File: config.mk
export PLATFORM = sky130hd
export DESIGN_NAME = pipeline_perf_counter_flat
export DESIGN_NICKNAME = d
export VERILOG_FILES = /design/src/rtl/pipeline_perf_counter_if.sv /design/src/rtl/pipeline_perf_counter.sv /design/src/flat_wrapper.sv
export SDC_FILE = /design/constraint.sdc
export NUM_CORES = 1
export LEC_CHECK = 0
export ABC_CLOCK_PERIOD_IN_PS = 5650
export CAP_MARGIN = 20
export CELL_PAD_IN_SITES_DETAIL_PLACEMENT = 2
export CELL_PAD_IN_SITES_GLOBAL_PLACEMENT = 2
export CORE_MARGIN = 2
export CORE_UTILIZATION = 29
export DETAILED_ROUTE_END_ITERATION = 8
export GPL_TIMING_DRIVEN = 0
export PLACE_DENSITY_LB_ADDON = 0.3
export SYNTH_ARGS = -nofsm -noshare
export SYNTH_HDL_FRONTEND = slang
export SYNTH_SLANG_ARGS = --single-unit
File: constraint.sdc
create_clock -name clk -period 5.65 [get_ports clk]
set_input_delay 1.13 -clock clk [delete_from_list [all_inputs] [get_ports clk]]
set_output_delay 1.13 -clock clk [all_outputs]
set_load 0.005 [all_outputs]
File: src/rtl/pipeline_perf_counter_if.sv
// pipeline_perf_counter_if: control, event and readback signals between the core-side bench and the counter bank.
interface pipeline_perf_counter_if #(parameter int CNT_W = 32, parameter int SEL_W = 3);
  logic start, stop, clear;
  logic wb_valid, stall, branch_taken;
  logic [1:0] forwardA, forwardB;
  logic [SEL_W-1:0] cnt_sel;
  logic [CNT_W-1:0] cnt_data;
  logic running;
  modport master (output start, stop, clear, wb_valid, stall, branch_taken, forwardA, forwardB, cnt_sel,
                  input cnt_data, running);
  modport slave (input start, stop, clear, wb_valid, stall, branch_taken, forwardA, forwardB, cnt_sel,
                 output cnt_data, running);
endinterface

File: src/rtl/pipeline_perf_counter.sv
// pipeline_perf_counter: per-event hazard/retire counters with sticky wrap flags and a registered select readback.
module pipeline_perf_counter #(parameter int CNT_W = 32, parameter int SEL_W = 3) (
  input logic clk,
  input logic rstn,
  pipeline_perf_counter_if.slave bus
);
  typedef enum logic {IDLE, RUN} state_t;
  state_t state, state_next;
  logic [CNT_W-1:0] cnt [7];
  logic [CNT_W-1:0] slot [8];
  logic [6:0] ovf, ev;
  always_comb begin
    state_next = (bus.start && !bus.stop) ? RUN : (bus.stop && !bus.start) ? IDLE : state;
  end
  always_ff @(posedge clk or negedge rstn) begin
    if (!rstn) state <= IDLE;
    else state <= state_next;
  end
  assign bus.running = (state == RUN);
  assign ev = {(|bus.forwardA) | (|bus.forwardB), |bus.forwardB, |bus.forwardA,
               bus.branch_taken, bus.stall, bus.wb_valid, 1'b1};
  always_ff @(posedge clk or negedge rstn) begin
    if (!rstn) begin
      for (int i = 0; i < 7; i++) cnt[i] <= '0;
      ovf <= '0;
    end else if (bus.clear) begin
      for (int i = 0; i < 7; i++) cnt[i] <= '0;
      ovf <= '0;
    end else if (state == RUN) begin
      for (int i = 0; i < 7; i++)
        if (ev[i]) begin
          cnt[i] <= cnt[i] + 1'b1;
          if (&cnt[i]) ovf[i] <= 1'b1;
        end
    end
  end
  // slot 7 exposes the wrap flags; bit 7 is always zero
  always_comb begin
    for (int i = 0; i < 7; i++) slot[i] = cnt[i];
    slot[7] = CNT_W'({1'b0, ovf});
  end
  always_ff @(posedge clk or negedge rstn) begin
    if (!rstn) bus.cnt_data <= '0;
    else bus.cnt_data <= slot[bus.cnt_sel];
  end
endmodule

File: src/flat_wrapper.sv
// flat-port wrapper written by rule: the top's interface ports become plain ports
module pipeline_perf_counter_flat 
#(parameter int CNT_W = 32, parameter int SEL_W = 3)
  (clk, rstn, bus_start, bus_stop, bus_clear, bus_wb_valid, bus_stall, bus_branch_taken, bus_forwardA, bus_forwardB, bus_cnt_sel, bus_cnt_data, bus_running);
  pipeline_perf_counter_if #(.CNT_W(CNT_W), .SEL_W(SEL_W)) bus_i ();
  input logic clk;
  input logic rstn;
  input wire logic [$bits(bus_i.start)-1:0] bus_start;
  input wire logic [$bits(bus_i.stop)-1:0] bus_stop;
  input wire logic [$bits(bus_i.clear)-1:0] bus_clear;
  input wire logic [$bits(bus_i.wb_valid)-1:0] bus_wb_valid;
  input wire logic [$bits(bus_i.stall)-1:0] bus_stall;
  input wire logic [$bits(bus_i.branch_taken)-1:0] bus_branch_taken;
  input wire logic [$bits(bus_i.forwardA)-1:0] bus_forwardA;
  input wire logic [$bits(bus_i.forwardB)-1:0] bus_forwardB;
  input wire logic [$bits(bus_i.cnt_sel)-1:0] bus_cnt_sel;
  output wire logic [$bits(bus_i.cnt_data)-1:0] bus_cnt_data;
  output wire logic [$bits(bus_i.running)-1:0] bus_running;
  assign bus_i.start = bus_start;
  assign bus_i.stop = bus_stop;
  assign bus_i.clear = bus_clear;
  assign bus_i.wb_valid = bus_wb_valid;
  assign bus_i.stall = bus_stall;
  assign bus_i.branch_taken = bus_branch_taken;
  assign bus_i.forwardA = bus_forwardA;
  assign bus_i.forwardB = bus_forwardB;
  assign bus_i.cnt_sel = bus_cnt_sel;
  assign bus_cnt_data = bus_i.cnt_data;
  assign bus_running = bus_i.running;
  pipeline_perf_counter #(.CNT_W(CNT_W), .SEL_W(SEL_W)) u_core (.clk(clk), .rstn(rstn), .bus(bus_i));
endmodule
==> After elaboration in Yosys (flattened, before gate mapping) <==
Index checks and enable logic that the tools add are counted.
{ "word_totals": {"ff_bits": 264, "output_inout_bits": 33, "input_bits": 15} }
{ "classes": {"n_lt_le_gt_ge": 1, "muxes": 28, "reduce_logical": 41, "add_sub_neg": 7, "bitwise": 2} }
{ "op_table": {"columns": ["op", "count"], "rows": [
  ["2-to-1 mux 224 bit", 2],
  ["2-to-1 mux 32 bit", 8],
  ["adder 32 x 1 -> 32 bit, second input constant", 7],
  ["AND reduction 32 bit", 7],
  ["binary-select mux 32 bit (select 3 bit)", 1],
  ["nonzero test 2 bit", 15],
  ["AND reduction 3 bit", 6],
  ["2-to-1 mux 1 bit", 15],
  ["2-to-1 mux 7 bit", 2],
  ["AND reduction 2 bit", 7],
  [">= comparator 4 bit, second input constant", 1],
  ["NOT 3 -> 4 bit", 1],
  ["OR reduction 2 bit", 2],
  ["logical AND 1 bit", 2],
  ["zero test 1 bit", 2],
  ["bitwise OR 1 bit", 1]
]} }

==> Depth between registers and ports, before layout <==
Gate-level depths: netlist (run 1).
{ "depth": {"word_depth": 5, "depth_mapped": 8, "mapped_depth_nobuf": 6} }

==> Least setup slack after synthesis (run 1) <==
OpenSTA, ideal clock, no wires.
{ "synth_timing": {"path_kind": "input -> register", "startpoint": "input bus_cnt_sel[0]", "endpoint": "register u_core.bus.cnt_data[0]", "setup_ns": 0.125, "t_required_ns": 5.525, "n_path_buf": 2, "cell_stages": 4, "arrival_time_ns": 2.858, "slack_ns": 2.667, "path_cell_list": "clkbuf_1 -> buf_1 -> mux4_2 -> mux2_2"} }
{ "synth_between": {"elab_chain_cells": 4} }
{ "synth_lines": {"columns": ["element", "line", "source"], "rows": [
  ["from (decl)", "flat_wrapper.sv:16", "input wire logic [$bits(bus_i.cnt_sel)-1:0] bus_cnt_sel;"],
  ["NOT 3 -> 4 bit (implied by the code)", "pipeline_perf_counter.sv:44", "else bus.cnt_data <= slot[bus.cnt_sel];"],
  ["binary-select mux 32 bit (select 3 bit)", "pipeline_perf_counter.sv:44", null],
  ["2-to-1 mux 32 bit (implied by the code) (2 in a row)", "pipeline_perf_counter.sv:44", null],
  ["to (signal assigned)", "pipeline_perf_counter.sv:44", null],
  ["to (decl)", "pipeline_perf_counter_if.sv:12", "output cnt_data, running);"]
]} }
Every way passes these cells. The select of a mux whose other input is x is not followed.
A chain may end at the register's enable or synchronous reset.

==> Final worst setup path (run 1) <==
{ "layout_timing": {"startpoint": "input bus_clear", "endpoint": "register u_core.cnt[112] (netlist name)"} }
{ "layout_between": {"elab_chain_cells": 2, "elab_cells_between_ends": 4} }
{ "layout_lines": {"columns": ["element", "line", "source"], "rows": [
  ["from (decl)", "flat_wrapper.sv:10", "input wire logic [$bits(bus_i.clear)-1:0] bus_clear;"],
  ["nonzero test 2 bit (no source line)", null, null],
  ["AND reduction 2 bit (no source line)", null, null],
  ["to (signal, indexed assignment)", "pipeline_perf_counter.sv:32", "cnt[i] <= cnt[i] + 1'b1;"],
  ["to (decl)", "pipeline_perf_counter.sv:9", "logic [CNT_W-1:0] cnt [7];"]
]} }
Several ways; a longest one is shown, not always the timed one.

==> results of run 1 <==
==> stage by stage <==
stage          power, mW  utilization (%)
6_report            4.36             34.7
5_1_grt             4.52             34.7
4_1_cts             4.43             34.7
3_5_place_dp        2.18             32.3
3_3_place_gp        2.17             32.1
2_1_floorplan       2.05                -
==> power breakdown <==
part | internal (mW) | switching [mW] | leakage [nW]
clock | 1.32 | 0.896 | 0.561
sequential | 1.90 | 0.0170 | 3.68
combinational | 0.0638 | 0.162 | 2.36
total | 3.28 | 1.07 | 6.61
==> worst max-delay path, stage by stage <==
cell                              delay (ns)
sky130_fd_sc_hd__clkdlybuf4s50_1        0.82
sky130_fd_sc_hd__clkbuf_1               0.59
sky130_fd_sc_hd__clkbuf_1               0.62
sky130_fd_sc_hd__clkbuf_1               0.87
sky130_fd_sc_hd__clkbuf_1               0.64
sky130_fd_sc_hd__nor2_1                 0.11
==> final timing paths <==
kind                                     from            endpoint  slack (ns)  cells after the start
max reg2reg                u_core.bus.running       u_core.cnt[9]        2.57                      7
max in group asynchronous                rstn      u_core.cnt[21]        3.70                      3
min reg2reg                     u_core.ovf[3]       u_core.ovf[3]        0.52                      2
min in group asynchronous                rstn  u_core.bus.running        0.54                      1
min                             u_core.ovf[3]       u_core.ovf[3]        0.52                      2
max                                 bus_clear     u_core.cnt[112]        1.23                      6
==> cells by family after synthesis <==
family                   synth area share, %
AND/OR/NAND/NOR                         23.1
buffers and inverters                   2.45
adder cells (fa/ha/maj)                0.707
multiplexers                            11.1
AO/OA/AOI/OAI                           4.39
flip-flops                              46.7
XOR/XNOR                                11.5
==> Yosys cell counts, types with 3 or more instances <==
library cell               count
sky130_fd_sc_hd__dfrtp_1     264
sky130_fd_sc_hd__nor2_1      235
sky130_fd_sc_hd__nand2_1     111
sky130_fd_sc_hd__xnor2_1      93
sky130_fd_sc_hd__xor2_1       93
sky130_fd_sc_hd__nand3_1      80
sky130_fd_sc_hd__nand4_1      61
sky130_fd_sc_hd__clkbuf_1     53
sky130_fd_sc_hd__o21ai_0      49
sky130_fd_sc_hd__mux4_2       39
sky130_fd_sc_hd__mux2_2       38
sky130_fd_sc_hd__a21oi_1      35
sky130_fd_sc_hd__nor3_1       35
sky130_fd_sc_hd__nor4_1       29
sky130_fd_sc_hd__mux2i_1      27
sky130_fd_sc_hd__and3_1       25
sky130_fd_sc_hd__or3_1        25
sky130_fd_sc_hd__and4_1       24
sky130_fd_sc_hd__inv_1        19
sky130_fd_sc_hd__buf_1        16
sky130_fd_sc_hd__and2_1       10
sky130_fd_sc_hd__or4_1        10
sky130_fd_sc_hd__ha_1          8
sky130_fd_sc_hd__nor2b_1       5
sky130_fd_sc_hd__a31oi_1       4
sky130_fd_sc_hd__nor4b_1       4
sky130_fd_sc_hd__o211ai_1      4
sky130_fd_sc_hd__or2_2         4
sky130_fd_sc_hd__a211oi_1      3
==> layout make-up <==
class                      count  area [um^2]
timing repair buffer          54          568
antenna                        1         2.50
sequential                   264         6610
multi-input combinational   1075         7210
inverter                      19         71.3
buffer                        71          275
tap                          615          769
fill                        5212        31300
clock inverter                10         90.1
clock buffer                  51         1040
==> layer usage <==
metal,track usage [%],routed length [um],part of all wire (%),vias to the layer above
li1,-,-,-,5217
met1,29.0,24000,46,6070
met2,35.8,25400,48,161
met3,2.45,1570,3.0,68
met4,7.07,1550,2.9,0
met5,0,0,0,-
==> state kept, by name (all words and copies together), names as in the netlist <==
| signal | count |
|---|---|
| u_core.cnt | 224 |
| u_core.bus.cnt_data | 32 |
| u_core.bus.running | 1 |
| u_core.ovf | 7 |
==> run summary, run 1 <==
The flow ran to the end, and the final reports show no timing, DRC or antenna violations. Entering global routing, the biggest net connects 111 pins. The synthesized design contains 0 enable-type register cells. At the worst endpoint, the arrival time is 4.82 ns. For this run, the total global-route usage over all layers was measured as 21.4%. The fraction of synthesis flops using an asynchronous set or reset pin came out at 100%.

Summing over every cut layer, the via total after detailed routing is 11500. The tool flagged a number of max-cap violations equal to 0. STA classifies the critical path startpoint as an input port. The die covers 0.0506 mm^2. The number of global-route vias before repair is 12800. The pin slew with the least headroom to its limit is 1.09 ns.

The tools report the global placer's final weighted congestion as 0.871. In the post-synthesis netlist, the biggest area contributors are sky130_fd_sc_hd__dfrtp_1, sky130_fd_sc_hd__nor2_1, sky130_fd_sc_hd__mux4_2, sky130_fd_sc_hd__xnor2_1, sky130_fd_sc_hd__xor2_1. The tools report the setup skew after layout as 0.0211 ns. The startpoint-to-endpoint class of the critical path was input port to register. In this run the post-CTS setup repair buffer count came out at 0. Detailed-route vias per instance: 5.33. The final layout contains 1542 nets. In the layout the commonest cells are sky130_fd_sc_hd__dfrtp_1, sky130_fd_sc_hd__nor2_1, sky130_fd_sc_hd__nand2_1. The final hold violation count was 0. The post-route clock period utilization works out to 78.2%.

After clock tree synthesis, the clock-pin slew on the worst setup and hold paths is 0.06 ns. IR analysis of the VDD net gives a maximum drop of 0.000161 V. The time the worst path needs with I/O delays and setup is 4.42 ns. The count of buffers added on input and output ports is 46. The logs give 81.5 mm for the first-pass GRT wire length and 49 for the number of library cell types mapped by synthesis. Buffers inserted during clock tree synthesis total 34. The run gives 0 as the count of unresolved DRC violations after routing. The HPWL after detailed placement is 39.0 mm.

Compared with the post-synthesis result, the final layout area differs by 17.5%. The biggest area contributor in the post-synthesis netlist is sky130_fd_sc_hd__dfrtp_1. Setup repair after global routing left no endpoint under its margin. The min-delay analysis places its worst path in the category register to register.

Each instance of the synthesized netlist takes up on average 9.90 um^2. The floorplan step defined a core boundary enclosing 0.0479 mm^2. Residual overflow from global routing: 0. When the netlist entered floorplanning its net count stood at 1452. TritonCTS built the clock tree.

Along the worst path, the maximum fanout reaches 11. The share of the Yosys chip area taken by registers is 46.7%. The finished layout holds 2160 standard cells, fillers aside. The number of antenna violations at the first check in global routing was 0; the number of setup violations in the final report was 0. The number of buffers inserted by hold repair at cts is 0, and the number of antenna-violating nets in the routed design is 0. The final critical-path setup slack is 1.23 ns. The worst setup path is captured at a register. The post-synthesis instance total came out at 1429.

In this run the number of H-tree levels came out at 2. The maximum root-to-sink buffer count was 3. Cell at the root of the clock tree: sky130_fd_sc_hd__clkbuf_16.

The clock latency on the worst-skew pair is 0.55 ns. In this run the cell area of the synthesized design comes to 0.0141 mm^2. I/O pin total: 48.

The share of synthesized area in the top cell type comes to 46.7%. Die extent in x: 225 um. Once layout is done, the placed cells without fillers occupy 0.0166 mm^2. The placement row count came out at 80.

At the worst endpoint, the required time is 6.04 ns. At the placement stage, the worst setup path has a slack of 0.732 ns. The starting density of the core is 29.5%. The most common cell after layout, fill and taps aside was sky130_fd_sc_hd__dfrtp_1.

The setup TNS was 0 ns; the quantity of gates resized following cts was 0. Dividing total power by cell area gives a power density of 262 mW/mm^2. The logs give 668 for the number of DRC violations after detailed-routing iteration 0 and 2097 for the number of placed cells counting well taps. The clock drives 264 sinks. Highest clock frequency the design can meet: 0.226 GHz.

The tools report the iteration count of the initial detailed-routing pass as 5. The routed length per placed instance came out at 24.3 um. In the final layout, the share of cells above drive strength 1 is 10.1%.

The tools report the number of pins exceeding their max-slew limit in the final report as 0. Headroom to the max-slew limit came out at 27.6%. The instance area after placement was 0.0155 mm^2. Most instantiated flip-flop cell in the synthesis netlist: sky130_fd_sc_hd__dfrtp_1.

The run gives 0 as the synthesis warning total. The logs give 6.61 nW for the cell leakage power and 52.6 mm for the routed wire length. From bottom edge to top edge, the die measures 225 um. The synthesized design contains 264 register bits. For the tightest hold margin, the log shows 0.523 ns.
No activity file was read; power rests on OpenSTA's default activity.
==> inputs of run 2 (changes only) <==
--- a/config.mk
+++ b/config.mk
@@ -5,7 +5,7 @@
 export SDC_FILE = /design/constraint.sdc
 export NUM_CORES = 1
 export LEC_CHECK = 0
-export ABC_CLOCK_PERIOD_IN_PS = 5650
+export ABC_CLOCK_PERIOD_IN_PS = 4000
 export CAP_MARGIN = 20
 export CELL_PAD_IN_SITES_DETAIL_PLACEMENT = 2
 export CELL_PAD_IN_SITES_GLOBAL_PLACEMENT = 2
==> constraint.sdc (replaced) <==
create_clock -name clk -period 4 [get_ports clk]
set_input_delay 0.8 -clock clk [delete_from_list [all_inputs] [get_ports clk]]
set_output_delay 0.8 -clock clk [all_outputs]
set_load 0.005 [all_outputs]
==> run 2 against run 1 <==
Effect of this change:
- final area hardly changed
- non-clock buffer count did not move
- total power up 41%
- sequential cell count unchanged
- die area unchanged
- final cell count unchanged
- core utilization hardly changed
- first-iteration DRC count fell by 0.15%
- via count barely moved
- global-route usage unchanged
- register-to-register slack got worse by 1.7 ns
- critical path depth stayed put
==> run summary, run 2 (synthesized netlist as in run 1, its figures left out) <==
The number of global-route vias before repair was 12800; the first-pass GRT wire length was 81.5 mm. The number of setup violations in the final report was 0; the number of placed cells counting well taps was 2097. The detail route stage leaves a number of antenna-violating nets equal to 0.

The logs give 2160 for the number of standard cells in the layout, taps in and fillers out and 21.4% for the global-route usage over all layers. Summed over all cells, the static leakage comes to 6.61 nW. From left edge to right edge, the die measures 225 um. The logs give 0 for the number of pins exceeding their max-slew limit in the final report and 34 for the total CTS buffers. u_core.cnt holds more flip-flops than any other register. Data required time at the worst endpoint: 4.39 ns.

The count of filler cells inserted in the layout came out at 5211. The worst register-to-register path has a setup slack of 0.92 ns. The detailed-route vias per instance works out to 5.33.

Data on the critical path arrives at its endpoint at 4.19 ns. At the end of the flow, the number of nets in the layout was 1542. The worst path in the final design needs a cycle of 3.80 ns, including I/O delays and setup. Entering global routing, the biggest net connects 111 pins.

The count of buffers added on input and output ports is 46. For this design the top-level I/O count stands at 48. Terminus of the critical flop-to-flop path: u_core.cnt[9]. The first TritonRoute pass finished after 5 iterations. The timing endpoint of the critical path was u_core.cnt[194]. Once the floorplan was initialized, standard cells occupied 29.5% of the core. Hold timing on the final database bottoms out at a slack of 0.209 ns.

Flip-flop count of the largest register, all copies and words added: 224. The run finished with clean final reports. The die area came out at 0.0506 mm^2. Tracing the worst setup path back leads to its startpoint at bus_clear. The number of sinks driven by the clock tree is 264. The global placer's final weighted congestion came out at 0.871.

The clock passes through at most 3 buffers. In this run the top signal layer used is met4. Static timing analysis puts the maximum clock frequency at 0.263 GHz. For this block, the routed nets add up to 52.6 mm of wire. For the final critical-path setup slack, the log shows 0.205 ns. Summing all placed instances gives a cell area of 0.0155 mm^2. The setup TNS is 0 ns, and the fraction of final layout cells sized beyond drive strength 1 is 10.2%. The total length of routed met2 wires came out at 25.4 mm. Setup repair after global routing left no endpoint under its margin.

Cells fill 34.7% of the core in the end. TritonCTS built the clock tree. The tools report the total via count in the routed design as 11500.

Clock skew on the completed layout was measured at 0.0211 ns. The clock transition time at the flip-flop clock pins of the worst setup and hold paths came out at 0.06 ns. For this run the aggregate overflow at the end of global routing stands at 0. The tools report the startpoint type of the worst setup path as an input port. For the worst-skew pair, the clock arrives at the later sink with an insertion delay of 0.55 ns. The completed layout was analyzed and its total power is 6.16 mW. The count of unresolved DRC violations after routing was 0; the number of DRC violations after detailed-routing iteration 0 was 667. Cell at the root of the clock tree: sky130_fd_sc_hd__clkbuf_16. The post-route clock period utilization works out to 94.9%. In this run the worst path has a maximum fanout of 10. The number of buffers inserted by hold repair at cts came out at 0. In this run the critical register-to-register path is launched from u_core.bus.running.

In this run the worst hold path is classified as input port to asynchronous set/reset pin. The most common cell after layout, fill and taps aside is sky130_fd_sc_hd__dfrtp_1. VDD sags by at most 0.000228 V. The top cell types in the final layout, fill and taps aside, are sky130_fd_sc_hd__dfrtp_1, sky130_fd_sc_hd__nor2_1, sky130_fd_sc_hd__nand2_1.

The clock tree synthesis step divided the H-tree into 2 levels. Headroom to the max-slew limit came out at 36.8%. The run gives 39.0 mm as the detailed-placement wirelength estimate. In the final routed layout, each cell accounts on average for 24.3 um. The die is 225 um tall.

The power density relative to cell area was 370 mW/mm^2; the core region area was 0.0479 mm^2. The final hold violation count is 0, and the worst reg2reg path depth is 7. After detailed routing, the wire length on met1 is 24.0 mm.

The run gives 0 as the count of maximum capacitance violations. The worst setup path is captured at a register. The tools report the length of routed met3 wiring as 1.61 mm. The initialized floorplan defines 80 standard-cell rows.

With fillers left out, the area of the finished cells amounts to 0.0166 mm^2. Compared with the post-synthesis result, the final layout area differs by 17.5%. In the final layout, the registers with the most flip-flops are u_core.cnt (224), u_core.bus.cnt_data (32), u_core.ovf (7). The tools report the worst slack after detailed placement as -0.588 ns. For the number of antenna violations at the first check in global routing, the log shows 0.

The critical path is of the input port to register type. Pin slew with the least headroom to its limit: 0.939 ns.
run 2: layout make-up:
cell class	count	area, um^2	share of cell area [%]
clock inverters	10	90.1	0.542
inverters	19	71.3	0.429
clock buffers	51	1040	6.23
well taps	615	769	4.63
plain buffers	71	277	1.66
flip-flops and latches	264	6610	39.7
multi-input cells	1075	7210	43.4
diodes	1	2.50	0.0150
repair buffers	54	568	3.42
run 2: worst min path at each step:
stage | startpoint | end | slack (ns)
2_1_floorplan | u_core.ovf[3] | u_core.ovf[3] | 0.46
3_3_place_gp | u_core.ovf[3] | u_core.ovf[3] | 0.49
3_5_place_dp | u_core.ovf[3] | u_core.ovf[3] | 0.51
4_1_cts | rstn | u_core.bus.running | 0.24
5_1_grt | rstn | u_core.bus.running | 0.26
6_report | rstn | u_core.bus.running | 0.21
run 2: routing by layer:
metal | global-route usage (%) | up-vias
li1 | - | 5216
met1 | 29.0 | 6066
met2 | 35.8 | 167
met3 | 2.45 | 68
met4 | 7.07 | 0
met5 | 0 | -
run 2: power breakdown:
| group | leakage, nW | internal [mW] | switching, mW | total (mW) |
|---|---|---|---|---|
| sequential | 3.68 | 2.69 | 0.0241 | 2.71 |
| clock | 0.561 | 1.86 | 1.27 | 3.13 |
| combinational | 2.36 | 0.0902 | 0.229 | 0.319 |
| total | 6.61 | 4.64 | 1.52 | 6.16 |
run 2: worst max-delay path, stage by stage:
cell and delay [ns]:
sky130_fd_sc_hd__clkdlybuf4s50_1 0.82, sky130_fd_sc_hd__clkbuf_1 0.59, sky130_fd_sc_hd__clkbuf_1 0.62, sky130_fd_sc_hd__clkbuf_1 0.57, sky130_fd_sc_hd__clkbuf_1 0.65, sky130_fd_sc_hd__nor2_1 0.12
run 2: what timing repair did:
item	4_1_cts	5_1_grt
buffers inserted	0	0
setup endpoints to repair	0	22
gates resized for setup	0	3
